--- config.mk ---
export PLATFORM = sky130hd
export DESIGN_NAME = vga_text_pixel_pipe
export DESIGN_NICKNAME = d
export VERILOG_FILES = /design/src/rtl/vga_text_pixel_pipe.sv
export SDC_FILE = /design/constraint.sdc
export NUM_CORES = 1
export LEC_CHECK = 0
export ABC_AREA = 1
export CAP_MARGIN = 20
export CORE_ASPECT_RATIO = 0.75
export CORE_MARGIN = 3
export CORE_UTILIZATION = 37
export CTS_BUF_LIST = sky130_fd_sc_hd__clkbuf_16
export DETAILED_ROUTE_END_ITERATION = 8
export PLACE_DENSITY_LB_ADDON = 0.2
export SETUP_SLACK_MARGIN = 0.05
export SYNTH_ARGS = -nofsm -noshare
export SYNTH_HDL_FRONTEND = slang
export SYNTH_SLANG_ARGS = --single-unit
export TNS_END_PERCENT = 30
--- constraint.sdc ---
create_clock -name CLK -period 1.4 [get_ports CLK]
set_input_delay 0.28 -clock CLK [delete_from_list [all_inputs] [get_ports CLK]]
set_output_delay 0.28 -clock CLK [all_outputs]
set_load 0.1 [all_outputs]
--- src/rtl/vga_text_pixel_pipe.sv ---
// -----------------------------------------------------------------------------
// vga_text_pixel_pipe
//
// Text-mode render pipeline sitting between the VGA timing generator and the
// VGA pins. Every pixel strobe walks one screen position through three stages:
//
//   stage 1 : draw_x/draw_y -> character index -> VRAM word address
//   stage 2 : VRAM word     -> character code/inverse -> font ROM address
//   stage 3 : glyph row     -> pixel bit -> registered 4:4:4 RGB
//
// hs/vs travel alongside the pixel so they change together with RGB. The
// block also owns the frame_toggle status bit polled by software.
//
// Parameters
//   COLS          characters per row
//   ROWS          character rows (16 scanlines each)
//   BLINK_FRAMES  frames per cursor blink phase (cursor build only)
//
// Build option
//   VGA_TEXT_CURSOR_EN  when defined, adds a blinking underline cursor at
//                       cursor_pos (bottom two scanlines of the cell). When
//                       undefined, cursor_pos is ignored and no blink state
//                       exists.
//
// Ports
//   CLK           system clock, also the VRAM / font ROM clock
//   RESET         asynchronous reset, active-high
//   pixel_en      one-CLK pixel strobe, never high on two consecutive CLKs
//   draw_x/draw_y current pixel position from the timing generator
//   blank_n       1 = visible region
//   hs_in/vs_in   raw syncs, active-low
//   ctrl_reg      [24:13] foreground RGB, [12:1] background RGB
//   cursor_pos    character index of the cursor (row*COLS+col)
//   vram_addr     VRAM word address, data returns on vram_rdata 1 CLK later
//   vram_rdata    VRAM word, 4 characters, byte b = {IV, CODE[6:0]}
//   font_addr     {CODE, scanline}, data returns on font_data 1 CLK later
//   font_data     glyph row, bit 7 = leftmost pixel
//   red/green/blue registered pixel colour
//   hs/vs         syncs aligned with RGB
//   frame_toggle  flips once per frame (on each sampled vs falling edge)
// -----------------------------------------------------------------------------
module vga_text_pixel_pipe #(
  parameter int COLS         = 80,
  parameter int ROWS         = 30,
  parameter int BLINK_FRAMES = 32
) (
  input  logic        CLK,
  input  logic        RESET,
  input  logic        pixel_en,
  input  logic [9:0]  draw_x,
  input  logic [9:0]  draw_y,
  input  logic        blank_n,
  input  logic        hs_in,
  input  logic        vs_in,
  input  logic [31:0] ctrl_reg,
  input  logic [11:0] cursor_pos,
  output logic [9:0]  vram_addr,
  input  logic [31:0] vram_rdata,
  output logic [10:0] font_addr,
  input  logic [7:0]  font_data,
  output logic [3:0]  red,
  output logic [3:0]  green,
  output logic [3:0]  blue,
  output logic        hs,
  output logic        vs,
  output logic        frame_toggle
);

  // Final colour selection. Blanking forces black; visible pixels outside the
  // text area show the background colour.
  function automatic logic [11:0] pick_rgb(input logic        visible,
                                           input logic        in_text,
                                           input logic        pix,
                                           input logic [11:0] fgd,
                                           input logic [11:0] bkg);
    logic [11:0] rgb;
    if (!visible) begin
      rgb = 12'h000;
    end else if (!in_text) begin
      rgb = bkg;
    end else begin
      rgb = pix ? fgd : bkg;
    end
    return rgb;
  endfunction

  // ---------------------------------------------------------------------------
  // Registers
  // ---------------------------------------------------------------------------
  // control / output state (asynchronously reset)
  logic [9:0]  vram_addr_q;
  logic [10:0] font_addr_q;
  logic [11:0] rgb_q;
  logic        hs_q;
  logic        vs_q;
  logic        frame_toggle_q;
  logic        vs_prev_q;
  logic        vld_p1_q;
  logic        vld_p2_q;

  // datapath state (no reset, qualified by the valid bits)
  logic [1:0]  byte_sel_p1_q;
  logic [3:0]  scan_p1_q;
  logic [2:0]  xbit_p1_q;
  logic        in_range_p1_q;
  logic        blank_n_p1_q;
  logic        hs_p1_q;
  logic        vs_p1_q;

  logic        inv_p2_q;
  logic [2:0]  xbit_p2_q;
  logic        in_range_p2_q;
  logic        blank_n_p2_q;
  logic        hs_p2_q;
  logic        vs_p2_q;

  // combinational next-state
  logic [6:0]  col_d;
  logic [4:0]  row_d;
  logic [11:0] idx_d;
  logic        in_range_d;
  logic [9:0]  vram_addr_d;
  logic [6:0]  code_d;
  logic        inv_d;
  logic [10:0] font_addr_d;
  logic        pix_d;
  logic [11:0] rgb_d;
  logic        vs_fall_d;
  logic        cursor_flip_d;

  // ---------------------------------------------------------------------------
  // Stage 1: screen position -> VRAM word address
  // ---------------------------------------------------------------------------
  always_comb begin
    col_d       = draw_x[9:3];
    row_d       = draw_y[8:4];
    // row*COLS stays inside 12 bits as long as COLS*ROWS <= 4096
    idx_d       = 12'(row_d) * 12'(COLS) + 12'(col_d);
    in_range_d  = (int'(col_d) < COLS) && (int'(row_d) < ROWS) && blank_n;
    // parking the address at 0 outside the text area keeps the VRAM read
    // inside the populated words
    vram_addr_d = in_range_d ? idx_d[11:2] : 10'd0;
  end

  always_ff @(posedge CLK) begin
    if (pixel_en) begin
      byte_sel_p1_q <= idx_d[1:0];
      scan_p1_q     <= draw_y[3:0];
      xbit_p1_q     <= draw_x[2:0];
      in_range_p1_q <= in_range_d;
      blank_n_p1_q  <= blank_n;
      hs_p1_q       <= hs_in;
      vs_p1_q       <= vs_in;
    end
  end

  // ---------------------------------------------------------------------------
  // Stage 2: VRAM word -> character code -> font ROM address
  // ---------------------------------------------------------------------------
  always_comb begin
    code_d      = vram_rdata[{byte_sel_p1_q, 3'b000} +: 7];
    inv_d       = vram_rdata[{byte_sel_p1_q, 3'b111}];
    font_addr_d = {code_d, scan_p1_q};
  end

  always_ff @(posedge CLK) begin
    if (pixel_en) begin
      inv_p2_q      <= inv_d;
      xbit_p2_q     <= xbit_p1_q;
      in_range_p2_q <= in_range_p1_q;
      blank_n_p2_q  <= blank_n_p1_q;
      hs_p2_q       <= hs_p1_q;
      vs_p2_q       <= vs_p1_q;
    end
  end

  // ---------------------------------------------------------------------------
  // Stage 3: glyph row -> pixel -> registered colour
  // ---------------------------------------------------------------------------
  always_comb begin
    pix_d = font_data[3'd7 - xbit_p2_q] ^ inv_p2_q ^ cursor_flip_d;
    // colours come straight from ctrl_reg here, so a colour write is seen by
    // the very next pixel leaving the pipe
    rgb_d = pick_rgb(blank_n_p2_q, in_range_p2_q, pix_d,
                     ctrl_reg[24:13], ctrl_reg[12:1]);
  end

  assign vs_fall_d = vs_prev_q & ~vs_in;

  always_ff @(posedge CLK or posedge RESET) begin
    if (RESET) begin
      vram_addr_q    <= 10'd0;
      font_addr_q    <= 11'd0;
      rgb_q          <= 12'h000;
      hs_q           <= 1'b1;
      vs_q           <= 1'b1;
      frame_toggle_q <= 1'b0;
      vs_prev_q      <= 1'b1;
      vld_p1_q       <= 1'b0;
      vld_p2_q       <= 1'b0;
    end else if (pixel_en) begin
      vram_addr_q <= vram_addr_d;
      vld_p1_q    <= 1'b1;
      vld_p2_q    <= vld_p1_q;
      // the valid bits keep uninitialised datapath contents away from the
      // outputs for the first two ticks after reset
      if (vld_p1_q) begin
        font_addr_q <= font_addr_d;
      end
      if (vld_p2_q) begin
        rgb_q <= rgb_d;
        hs_q  <= hs_p2_q;
        vs_q  <= vs_p2_q;
      end
      vs_prev_q <= vs_in;
      if (vs_fall_d) begin
        frame_toggle_q <= ~frame_toggle_q;
      end
    end
  end

`ifdef VGA_TEXT_CURSOR_EN
  // ---------------------------------------------------------------------------
  // Cursor blink: frame counter and blink phase
  // ---------------------------------------------------------------------------
  localparam int FC_W = (BLINK_FRAMES > 1) ? $clog2(BLINK_FRAMES) : 1;
  localparam logic [FC_W-1:0] FC_LAST = FC_W'(BLINK_FRAMES - 1);

  logic [FC_W-1:0] frame_cnt_q;
  logic            blink_on_q;
  logic            cur_hit_d;
  logic            cur_hit_p1_q;
  logic            cur_hit_p2_q;

  // underline occupies the two bottom scanlines of the cursor cell
  assign cur_hit_d = (idx_d == cursor_pos) && (draw_y[3:0] >= 4'd14);

  always_ff @(posedge CLK) begin
    if (pixel_en) begin
      cur_hit_p1_q <= cur_hit_d;
      cur_hit_p2_q <= cur_hit_p1_q;
    end
  end

  always_ff @(posedge CLK or posedge RESET) begin
    if (RESET) begin
      frame_cnt_q <= '0;
      blink_on_q  <= 1'b1;
    end else if (pixel_en && vs_fall_d) begin
      if (frame_cnt_q == FC_LAST) begin
        frame_cnt_q <= '0;
        blink_on_q  <= ~blink_on_q;
      end else begin
        frame_cnt_q <= frame_cnt_q + 1'b1;
      end
    end
  end

  // XOR after the inverse attribute, so the underline shows on inverse glyphs
  assign cursor_flip_d = blink_on_q & cur_hit_p2_q;

  logic unused_in;
  assign unused_in = ^{draw_y[9], ctrl_reg[31:25], ctrl_reg[0]};
`else
  // no cursor: behaves as a cursor build whose blink phase is permanently off
  assign cursor_flip_d = 1'b0;

  logic unused_in;
  assign unused_in = ^{draw_y[9], ctrl_reg[31:25], ctrl_reg[0], cursor_pos,
                       (BLINK_FRAMES != 0)};
`endif

  assign vram_addr         = vram_addr_q;
  assign font_addr         = font_addr_q;
  assign {red, green, blue} = rgb_q;
  assign hs                = hs_q;
  assign vs                = vs_q;
  assign frame_toggle      = frame_toggle_q;

endmodule
==> results of run 1 <==
-- where the power goes --
part	internal, W	switching (W)	leakage [nW]
registers	0.00204	0.000195	0.686
clock network	0.00155	0.000748	0.153
logic	0.00110	0.00163	1.64
total	0.00469	0.00257	2.48
-- state kept, by name, indices dropped and copies added, names as in the netlist, 2 cells and up --
name	count
scan_p1_q	4
xbit_p1_q	3
rgb_q	12
vram_addr	10
font_addr	11
xbit_p2_q	3
byte_sel_p1_q	2
-- layout make-up --
type | count | area, um2 | share of cell area [%]
tap | 101 | 126 | 2.33
timing repair buffer | 150 | 1850 | 34.0
clock buffer | 9 | 225 | 4.15
multi-input combinational | 222 | 1330 | 24.5
inverter | 52 | 195 | 3.60
sequential | 60 | 1610 | 29.7
clock inverter | 7 | 92.6 | 1.71
-- metrics by stage --
step	cell area, um2	worst slack [ps]	util, %	power (W)	instances
after detailed placement	5000	-896	65.5	0.00494	583
after global routing	5430	-279	71.1	0.00759	601
final	5430	-111	71.1	0.00726	601
after CTS	5360	-124	70.3	0.00728	600
after floorplan	3100	-266	-	0.00373	345
after global placement	5000	-829	65.5	0.00490	583
-- path summary, 6_finish.rpt --
check / start / to / slack, ps / cells past startpoint
worst max-delay path: draw_y[5] / vram_addr[8]$_DFFE_PP0P_ / -110 / 10
worst min-delay path: RESET / font_addr[10]$_DFFE_PP0P_ / 310 / 3
worst max register to register: xbit_p2_q[0]$_DFFE_PP_ / rgb_q[7]$_DFFE_PP0P_ / -100 / 9
worst min register to register: vs_p1_q$_DFFE_PP_ / vs_p2_q$_DFFE_PP_ / 420 / 0
max in group asynchronous: RESET / vs_prev_q$_DFFE_PP1P_ / 830 / 3
min in group CLK: draw_y[4] / vram_addr[2]$_DFFE_PP0P_ / 350 / 3
-- cells by family after synthesis --
| family | Yosys count | share of synthesized area [%] |
|---|---|---|
| adder cells (fa/ha/maj) | 11 | 5.05 |
| multiplexers | 2 | 0.746 |
| buffers and inverters | 64 | 8.57 |
| AND/OR/NAND/NOR | 162 | 23.1 |
| AO/OA/AOI/OAI | 42 | 8.04 |
| flip-flops | 60 | 53.3 |
| XOR/XNOR | 4 | 1.16 |
-- worst max-delay path, stage by stage --
cell	delay (ps)
buf_8	100
ha_4	260
ha_4	130
inv_2	40
fa_2	390
xnor2_4	180
nand3_2	110
a21oi_2	140
o21ai_1	70
nand2_1	70
-- repair_timing --
item                                    4_1_cts  5_1_grt
buffers inserted                              1        0
gates cloned                                  0        1
endpoints found under the setup margin       22       20
resized for setup                            43       11
pin swaps                                    19        9
-- layout by cell type, fill, tap and decap left out, types with 4 or more instances in the layout --
cell,n
o21ai_1,4
nand2_1,75
edfxtp_1,21
clkbuf_16,9
inv_1,46
nor2_1,43
dfrtp_1,36
ha_4,6
buf_4,21
nand4_1,13
o21ai_0,20
inv_2,6
nand3_2,5
a31oi_1,8
buf_12,40
nand3_1,17
clkdlybuf4s50_1,80
-- per-layer routing --
| metal | vias to the layer above | global-route usage (%) | part of all wire (%) |
|---|---|---|---|
| met2 | 85 | 32.4 | 49 |
| met1 | 1317 | 24.3 | 44 |
| li1 | 1430 | - | - |
| met3 | 10 | 5.84 | 6.3 |
| met5 | - | 0 | 0 |
| met4 | 0 | 4.14 | 0.88 |
==> summary.txt, run 1 <==
Setup path
  – Crit end category: flop
  – Crit path DAT: 1760 ps
  – Critical Path RT: 1650 ps
  – CP startpoint kind: input port
  – Crit Path Max Fanout: 3
  – Setup CP Type: input port to flop

Global route
  – Gr usage total: 19.2%
  – Pin count of the biggest net entering global routing: 40
  – Total grt overflow: 0
  – Vias in the first global route: about 3.0k
  – Global-route wire length before repair: 14100 um
  – Initial antenna violation count: 0

Clocking
  – Clock input transition at the sequential cells of the worst setup and hold paths: around 50 ps
  – CTS Buf Count: 9
  – TritonCTS clock tree: done
  – CTS Sinks: 60
  – Longest Clk Path Bufs: 2
  – Cts-stage hold buffer count: 0
  – H-Tree Depth: 3
  – Clock Latency Late Sink: about 310 ps
  – Clk root buf: clkbuf_16

Worst hold path
  – Hold Path Class: input port to asynchronous set/reset pin

Place
  – Dpl hpwl: ~6500 um
  – Placer Congestion: 0.832
  – Port Buffers: 124

Floorplanning
  – Core area: 7630 um2
  – Die footprint: 9290 um2
  – Die Ht: 84.2 um
  – I/O pin count: 146
  – Die Width: 110 um
  – Placement Rows: 27
  – Starting density of the core: 39.6%

Layout
  – N_diodes: 0
  – Layout cells sized above 1: 23.8%
  – Net count, final: 616
  – FILL cells: 591
  – Area Growth Syn to Fin: 79.7%

Logic synthesis
  – Top cells by area, synth: dfrtp_1 (30%), edfxtp_1 (21%), nand2_1 (9.7%), inv_1 (6.2%), nor2_1 (5.3%)
  – Distinct cells, synth: 31
  – Fraction of the yosys area taken by sequential cells: 53.3%
  – Synthesized net count: 466
  – Post-synth top area cell: dfrtp_1
  – Async set-reset flop share out of synthesis: 65.0%
  – #FFs+latches synth: 60
  – EDFF count, synth: 21
  – Syn Inst Count: about 350
  – Top-count cell post-synth: nand2_1
  – Prevailing post-synth register cell: dfrtp_1
  – Post-synth top cells: nand2_1 (78), inv_1 (50), nor2_1 (43)
  – Synth Area per Inst: a little under 9 um2
  – Post-synthesis cell area: 3020 um2
  – YS warnings: 0
  – Share of the synthesized area in the top cell type: about 30%

Detailed routing
  – DR iter-0 viols: 141
  – Via count: 2842
  – Drt wl/cell: ~14 um
  – Final WL: 8480 um
  – # DRC: 0
  – First-pass DRT Iterations: 4
  – Vias/cell: 4.73
  – Post-route ant nets: 0

Outcome
  – Failing checks: negative setup slack
  – Status: finished with violations

Timing
  – Worst-Margin Slew: 432 ps
  – Final setup viols: 15
  – Post-route worst setup slack: -111 ps
  – Tcrit/Tclk final: 108%
  – Final Skew: 4.80 ps
  – Max-slew headroom: 71.2%
  – Total Neg Setup Slack: -1270 ps
  – Final Hold Vio Count: 0
  – F_max: between 0.6 and 0.7 GHz
  – Max-slew violations: 0
  – Hold Slack: between 300 and 400 ps
  – RSZ-0062 raised after global routing: yes
  – Final min period: around 1500 ps

Flow run
  – Max-cap check violation count: 0

Power
  – Worst VDD drop: 0.972 mV
  – Pwr dens: 1340 nW/um2
  – Static leakage: 2.48 nW
No activity file was read; power rests on OpenSTA's default activity.
==> run 2: changes to the inputs <==
--- a/config.mk
+++ b/config.mk
@@ -9,7 +9,7 @@
 export CAP_MARGIN = 20
 export CORE_ASPECT_RATIO = 0.75
 export CORE_MARGIN = 3
-export CORE_UTILIZATION = 37
+export CORE_UTILIZATION = 41
 export CTS_BUF_LIST = sky130_fd_sc_hd__clkbuf_16
 export DETAILED_ROUTE_END_ITERATION = 8
 export PLACE_DENSITY_LB_ADDON = 0.2
==> constraint.sdc (replaced) <==
create_clock -name CLK -period 1.68 [get_ports CLK]
set_input_delay 0.336 -clock CLK [delete_from_list [all_inputs] [get_ports CLK]]
set_output_delay 0.336 -clock CLK [all_outputs]
set_load 0.1 [all_outputs]
==> run 2 against run 1 <==
The run still ends with negative setup slack left. Wire length increased by 6.4%. Clock skew increased by 1.5 ps. Via count increased by 3.9%. Non-clock buffer count increased by 7. Clock-buffer cell count unchanged. Sequential share of layout area decreased by 0.12 points. Hold slack improved by 55 ps. Utilization increased by 7.2 points. First-iteration DRC count increased by 5.0%. Worst setup slack improved by 66 ps. Critical path type unchanged. Highest routed layer unchanged.
==> summary.txt, run 2 (synthesized netlist as in run 1, its figures left out) <==
Worst hold path
  – Hold Path Class: input port to asynchronous set/reset pin

Global route
  – Total grt overflow: 0
  – Initial antenna violation count: 0
  – Vias in the first global route: just under 3k
  – Global-route wire length before repair: around 14000 um
  – Gr usage total: 21.4%
  – Pin count of the biggest net entering global routing: 25

Setup path
  – Crit end category: flop
  – Crit path DAT: 1930 ps
  – CP peak stage delay: 250 ps
  – Critical R2R Launch: xbit_p2_q[0]$_DFFE_PP_
  – Setup CP Type: input port to flop
  – CP startpoint kind: input port
  – Worst R2R End: rgb_q[0]$_DFFE_PP0P_
  – CP cell instances: clkdlybuf4s15_2 > ha_4 > buf_4 > ha_1 > a21oi_1 > nand2_2 > xnor2_4 > a21oi_2 > o21ai_1 > nand2_1
  – Critical Path RT: 1890 ps
  – Crit Path Max Fanout: 3
  – R2r setup slk: 90 ps
  – CP max stage cell: ha_4
  – Worst r2r path cells: 10

Outcome
  – Failing checks: negative setup slack
  – Status: finished with violations

Clocking
  – Cts-stage hold buffer count: 0
  – Clk root buf: clkbuf_16
  – CTS Sinks: 60
  – TritonCTS clock tree: done
  – CTS Buf Count: 9
  – Clock Latency Late Sink: approximately 320 ps
  – Clock input transition at the sequential cells of the worst setup and hold paths: approximately 50 ps
  – H-Tree Depth: 3
  – Longest Clk Path Bufs: 2

Timing
  – Worst-Margin Slew: 423 ps
  – Final Skew: 6.31 ps
  – Final Hold Vio Count: 0
  – Final min period: 1730 ps
  – RSZ-0062 raised after global routing: yes
  – Max-slew violations: 0
  – Final setup viols: 2
  – Max-slew headroom: 71.8%
  – Post-route worst setup slack: -45.0 ps
  – F_max: about 0.58 GHz
  – Tcrit/Tclk final: 103%

Place
  – Placer Congestion: between 0.8 and 0.9
  – Port Buffers: between 100 and 150
  – Dpl hpwl: between 6000 and 7000 um

Flow run
  – Max-cap check violation count: 0

Detailed routing
  – DR iter-0 viols: about 150
  – Final WL: 9020 um
  – Post-route ant nets: 0
  – First-pass DRT Iterations: 4
  – Via count: 2953
  – # DRC: 0
  – Vias/cell: 4.88
  – Drt wl/cell: approximately 15 um

Layout
  – Area Growth Syn to Fin: 80.4%
  – Net count, final: 623
  – FILL cells: around 460
  – N_diodes: 0
  – Multi-input combinational cell area: around 1400 um2
  – Final core utilization: 78.3%
  – Register with the most flip-flops: rgb_q
  – Max reg flops: 12
  – Layout cells sized above 1: 25.6%
  – Commonest cells after routing, fill and taps aside: clkdlybuf4s50_1 (80), nand2_1 (72), inv_1 (45), nor2_1 (43), buf_12 (37)
  – Register area: 1610 um2
  – Commonest non-fill, non-tap cell in the layout: clkdlybuf4s50_1

Floorplanning
  – Die footprint: 8440 um2
  – Core area: 6960 um2
  – Starting density of the core: 43.4%
  – Die Width: 105 um
  – Placement Rows: 26
  – Die Ht: around 80 um
  – I/O pin count: 146

Power
  – Worst VDD drop: slightly above 0.9 mV
  – Pwr dens: 1090 nW/um2
  – Sequential share of power: 31.5%
  – Total Power: around 0.006 W
  – Sw Share: 36.5%
  – Clock share of power: between 20 and 30%
  – Static leakage: approximately 2.5 nW
  – Internal power: approximately 0.0038 W
  – Logic pwr share: between 30% and 40%
  – Net switching power: 0.00216 W
[run 2: changes by cell type in the layout (fill, tap and decap cells not counted), moves of 2 or more]
cell      before  now
buf_4         21   27
buf_12        40   37
buf_6          2    5
clkinv_1       1    4
nand2_1       75   72
nand2_2        3    6
buf_2          3    1
nand3_4        2    4
o21ai_1        4    2
[run 2: critical path: cells and delay by family]
kind	cells	cell delay, ps
AO/OA/AOI/OAI	3	370
XOR/XNOR	1	230
adder cells (fa/ha/maj)	2	460
buffers and inverters	2	350
AND/OR/NAND/NOR	2	190
[run 2: routing by layer]
layer	wire length (um)	track usage (%)	up-vias
li1	-	-	1447
met1	3800	26.6	1384
met2	4450	35.9	108
met3	638	7.95	14
met4	140	4.85	0
met5	0	0	-
[run 2: area by class of cell]
| type | instances | area share (%) |
|---|---|---|
| Tap cell | 98 | 2.25 |
| Sequential cell | 60 | 29.6 |
| Clock buffer | 9 | 4.13 |
| Multi-Input combinational cell | 222 | 24.8 |
| Timing Repair Buffer | 157 | 34.6 |
| Clock inverter | 7 | 1.08 |
| Inverter | 52 | 3.58 |
[run 2: how the worst max path moves through the flow]
stage,depth (start not counted),startpoint,to,slack [ps]
3_3_place_gp,10,draw_y[5],vram_addr[9]$_DFFE_PP0P_,-640
5_1_grt,10,draw_y[8],vram_addr[8]$_DFFE_PP0P_,-120
6_report,10,draw_y[8],vram_addr[8]$_DFFE_PP0P_,-50
2_1_floorplan,9,draw_y[7],vram_addr[9]$_DFFE_PP0P_,-40
4_1_cts,9,draw_y[8],vram_addr[9]$_DFFE_PP0P_,40
3_5_place_dp,10,draw_y[4],vram_addr[8]$_DFFE_PP0P_,-720
[run 2: timing repair]
action                     in CTS  in global routing
setup endpoints to repair       6                 16
setup buffers                   3                  5
cloned                          0                  2
gates resized for setup        33                 33
pin swaps                      15                 34
[run 2: power groups by stage]
stage	Combinational, W	Clock [W]	Sequential [W]
final	0.00232	0.00174	0.00186
after global routing	0.00243	0.00185	0.00188
after CTS	0.00223	0.00177	0.00186
after detailed placement	0.00221	0	0.00188
after global placement	0.00217	0	0.00188
after floorplan	0.000419	0	0.00268
[run 2: through the flow]
stage / TNS (ps) / setup slack [ps] / hold WS, ps / std cells / cell area (um2)
2_1_floorplan: -83.2 / -42.1 / 400 / 345 / 3090
3_3_place_gp: -5140 / -635 / 401 / 579 / 4940
3_5_place_dp: -6390 / -718 / 405 / 579 / 4940
4_1_cts: 0 / 42.7 / 361 / 598 / 5270
5_1_grt: -361 / -125 / 377 / 605 / 5450
6_report: -87.6 / -45.0 / 360 / 605 / 5450
==> run 3: changes to the inputs <==
--- a/config.mk
+++ b/config.mk
@@ -13,6 +13,7 @@
 export CTS_BUF_LIST = sky130_fd_sc_hd__clkbuf_16
 export DETAILED_ROUTE_END_ITERATION = 8
 export PLACE_DENSITY_LB_ADDON = 0.2
+export RECOVER_POWER = 100
 export SETUP_SLACK_MARGIN = 0.05
 export SYNTH_ARGS = -nofsm -noshare
 export SYNTH_HDL_FRONTEND = slang
==> run 3 against run 2 <==
The flow still finishes with violations (negative setup slack). Utilization decreased by 8.1 points. Via count increased by 0.44%. Total power decreased by 7.7%. Worst setup slack got worse by 11 ps. Largest cell class is now sequential cells. Highest routed layer unchanged. Global-route usage unchanged. Register-to-register slack about the same. Largest power group unchanged. Wire length increased by 0.57%. Clock skew about the same. Combinational power decreased by 17%.
==> summary.txt, run 3 (synthesized netlist as in run 1, its figures left out) <==
Layout
  – N_diodes: 0
  – Fin cells: ~610
  – Max reg flops: 12
  – Layout cells sized above 1: 25.0%
  – Finished Cell Area: between 4000 and 5000 um2
  – Commonest non-fill, non-tap cell in the layout: nand2_1
  – Area Growth Syn to Fin: 61.6%
  – Register with the most flip-flops: rgb_q
  – Net count, final: 623
  – Commonest cells after routing, fill and taps aside: nand2_1 (72), clkdlybuf4s50_1 (67), inv_1 (45), nor2_1 (43), clkbuf_2 (38)

Floorplanning
  – Core area: about 7000 um2
  – Starting density of the core: a little over two fifths
  – Die Width: between 100 and 150 um
  – I/O pin count: between 100 and 150
  – Die Ht: 80.3 um
  – Die footprint: about 8400 um2
  – Placement Rows: 26

Clocking
  – Clock input transition at the sequential cells of the worst setup and hold paths: 50 ps
  – CTS Sinks: 60
  – Clk root buf: clkbuf_16
  – CTS Buf Count: 9
  – H-Tree Depth: 3
  – Longest Clk Path Bufs: 2
  – TritonCTS clock tree: done
  – Cts-stage hold buffer count: 0
  – Clock Latency Late Sink: 320 ps

Global route
  – Met1 track demand over resource: 26.6%
  – Gr usage total: 21.4%
  – Vias in the first global route: 2966
  – Met3 Track Usage GR: 7.95%
  – Total grt overflow: 0
  – Pin count of the biggest net entering global routing: 25
  – Initial antenna violation count: 0
  – GR peak layer: met2
  – Global-route wire length before repair: approximately 14000 um
  – M2 GR Usage: between 30% and 40%

Place
  – Dpl hpwl: roughly 6400 um
  – Placed Cells: about 580
  – Dpl cell area: 4940 um2
  – Port Buffers: 124
  – Placer Congestion: 0.844

Detailed routing
  – DR iter-0 viols: 147
  – Vias/cell: 4.90
  – Final WL: 9070 um
  – Post-route ant nets: 0
  – Via count: 2966
  – First-pass DRT Iterations: 4
  – Drt wl/cell: roughly 15 um
  – # DRC: 0

Setup path
  – Crit Path Max Fanout: 3
  – Critical Path RT: 1890 ps
  – Crit end category: flop
  – CP startpoint kind: input port
  – Setup CP Type: input port to flop
  – Crit path DAT: 1940 ps

Timing
  – Worst-Margin Slew: approximately 820 ps
  – Final min period: 1740 ps
  – F_max: around 0.58 GHz
  – Total Neg Setup Slack: -108 ps
  – Final setup viols: 2
  – Final Skew: 6.70 ps
  – RSZ-0062 raised after global routing: yes
  – Max-slew headroom: a little under half
  – Tcrit/Tclk final: 103%
  – Post-route worst setup slack: -55.8 ps
  – Max-slew violations: 0
  – Final Hold Vio Count: 0

Flow run
  – Max-cap check violation count: 0

Power
  – Total Power: 0.00546 W
  – Static leakage: 2.32 nW
  – Worst VDD drop: roughly 0.81 mV
  – Pwr dens: 1120 nW/um2

Worst hold path
  – Hold Path Class: input port to flop

Outcome
  – Status: finished with violations
  – Failing checks: negative setup slack
[run 3: where the power goes]
group	switching, W	internal (W)
logic	0.00139	0.000544
registers	0.0000955	0.00170
clock network	0.000616	0.00112
total	0.00210	0.00337
[run 3: layout make-up]
cell class | count | area, um2
repair buffers | 157 | 1320
multi-input cells | 222 | 1350
inverters | 52 | 195
clock buffers | 9 | 225
flip-flops and latches | 60 | 1610
fillers | 530 | 2080
clock inverters | 7 | 58.8
well taps | 98 | 123
[run 3: worst max-delay path, stage by stage]
cell and delay (ps):
clkdlybuf4s15_2 210, ha_4 250, buf_4 140, ha_1 210, a21oi_1 230, nand2_2 130
xnor2_4 230, a21oi_2 80, o21ai_1 70, nand2_1 60
[run 3: what timing repair did]
action	4_1_cts	5_1_grt
endpoints found under the setup margin	6	16
cloned	0	2
buffers inserted	3	5
resized for setup	33	33
pin swaps	15	34
[run 3: through the flow]
stage               hold slack (ps)  setup WS (ps)  util, %
floorplan                       400          -42.1        -
global placement                401           -635     71.0
detailed placement              405           -718     71.0
CTS                             361           42.7     75.6
global route                    376           -125     70.1
finish                          376          -55.8     70.1
[run 3: worst paths after layout]
| check | from | end | slack, ps | cells past startpoint |
|---|---|---|---|---|
| hold / removal | draw_y[4] | vram_addr[2]$_DFFE_PP0P_ | 380 | 3 |
| max in group asynchronous | RESET | vram_addr[9]$_DFFE_PP0P_ | 460 | 3 |
| min in group asynchronous | RESET | font_addr[8]$_DFFE_PP0P_ | 640 | 3 |
| setup / recovery | draw_y[8] | vram_addr[8]$_DFFE_PP0P_ | -60 | 10 |
| setup reg to reg | xbit_p2_q[0]$_DFFE_PP_ | rgb_q[1]$_DFFE_PP0P_ | 90 | 10 |
| hold reg to reg | in_range_p1_q$_DFFE_PP_ | in_range_p2_q$_DFFE_PP_ | 420 | 0 |
[run 3: routing by layer]
metal / wire length [um] / share of wire, %
met5: 0 / 0
met3: 568 / 6.3
met1: 3920 / 43
met2: 4370 / 48
met4: 214 / 2.4
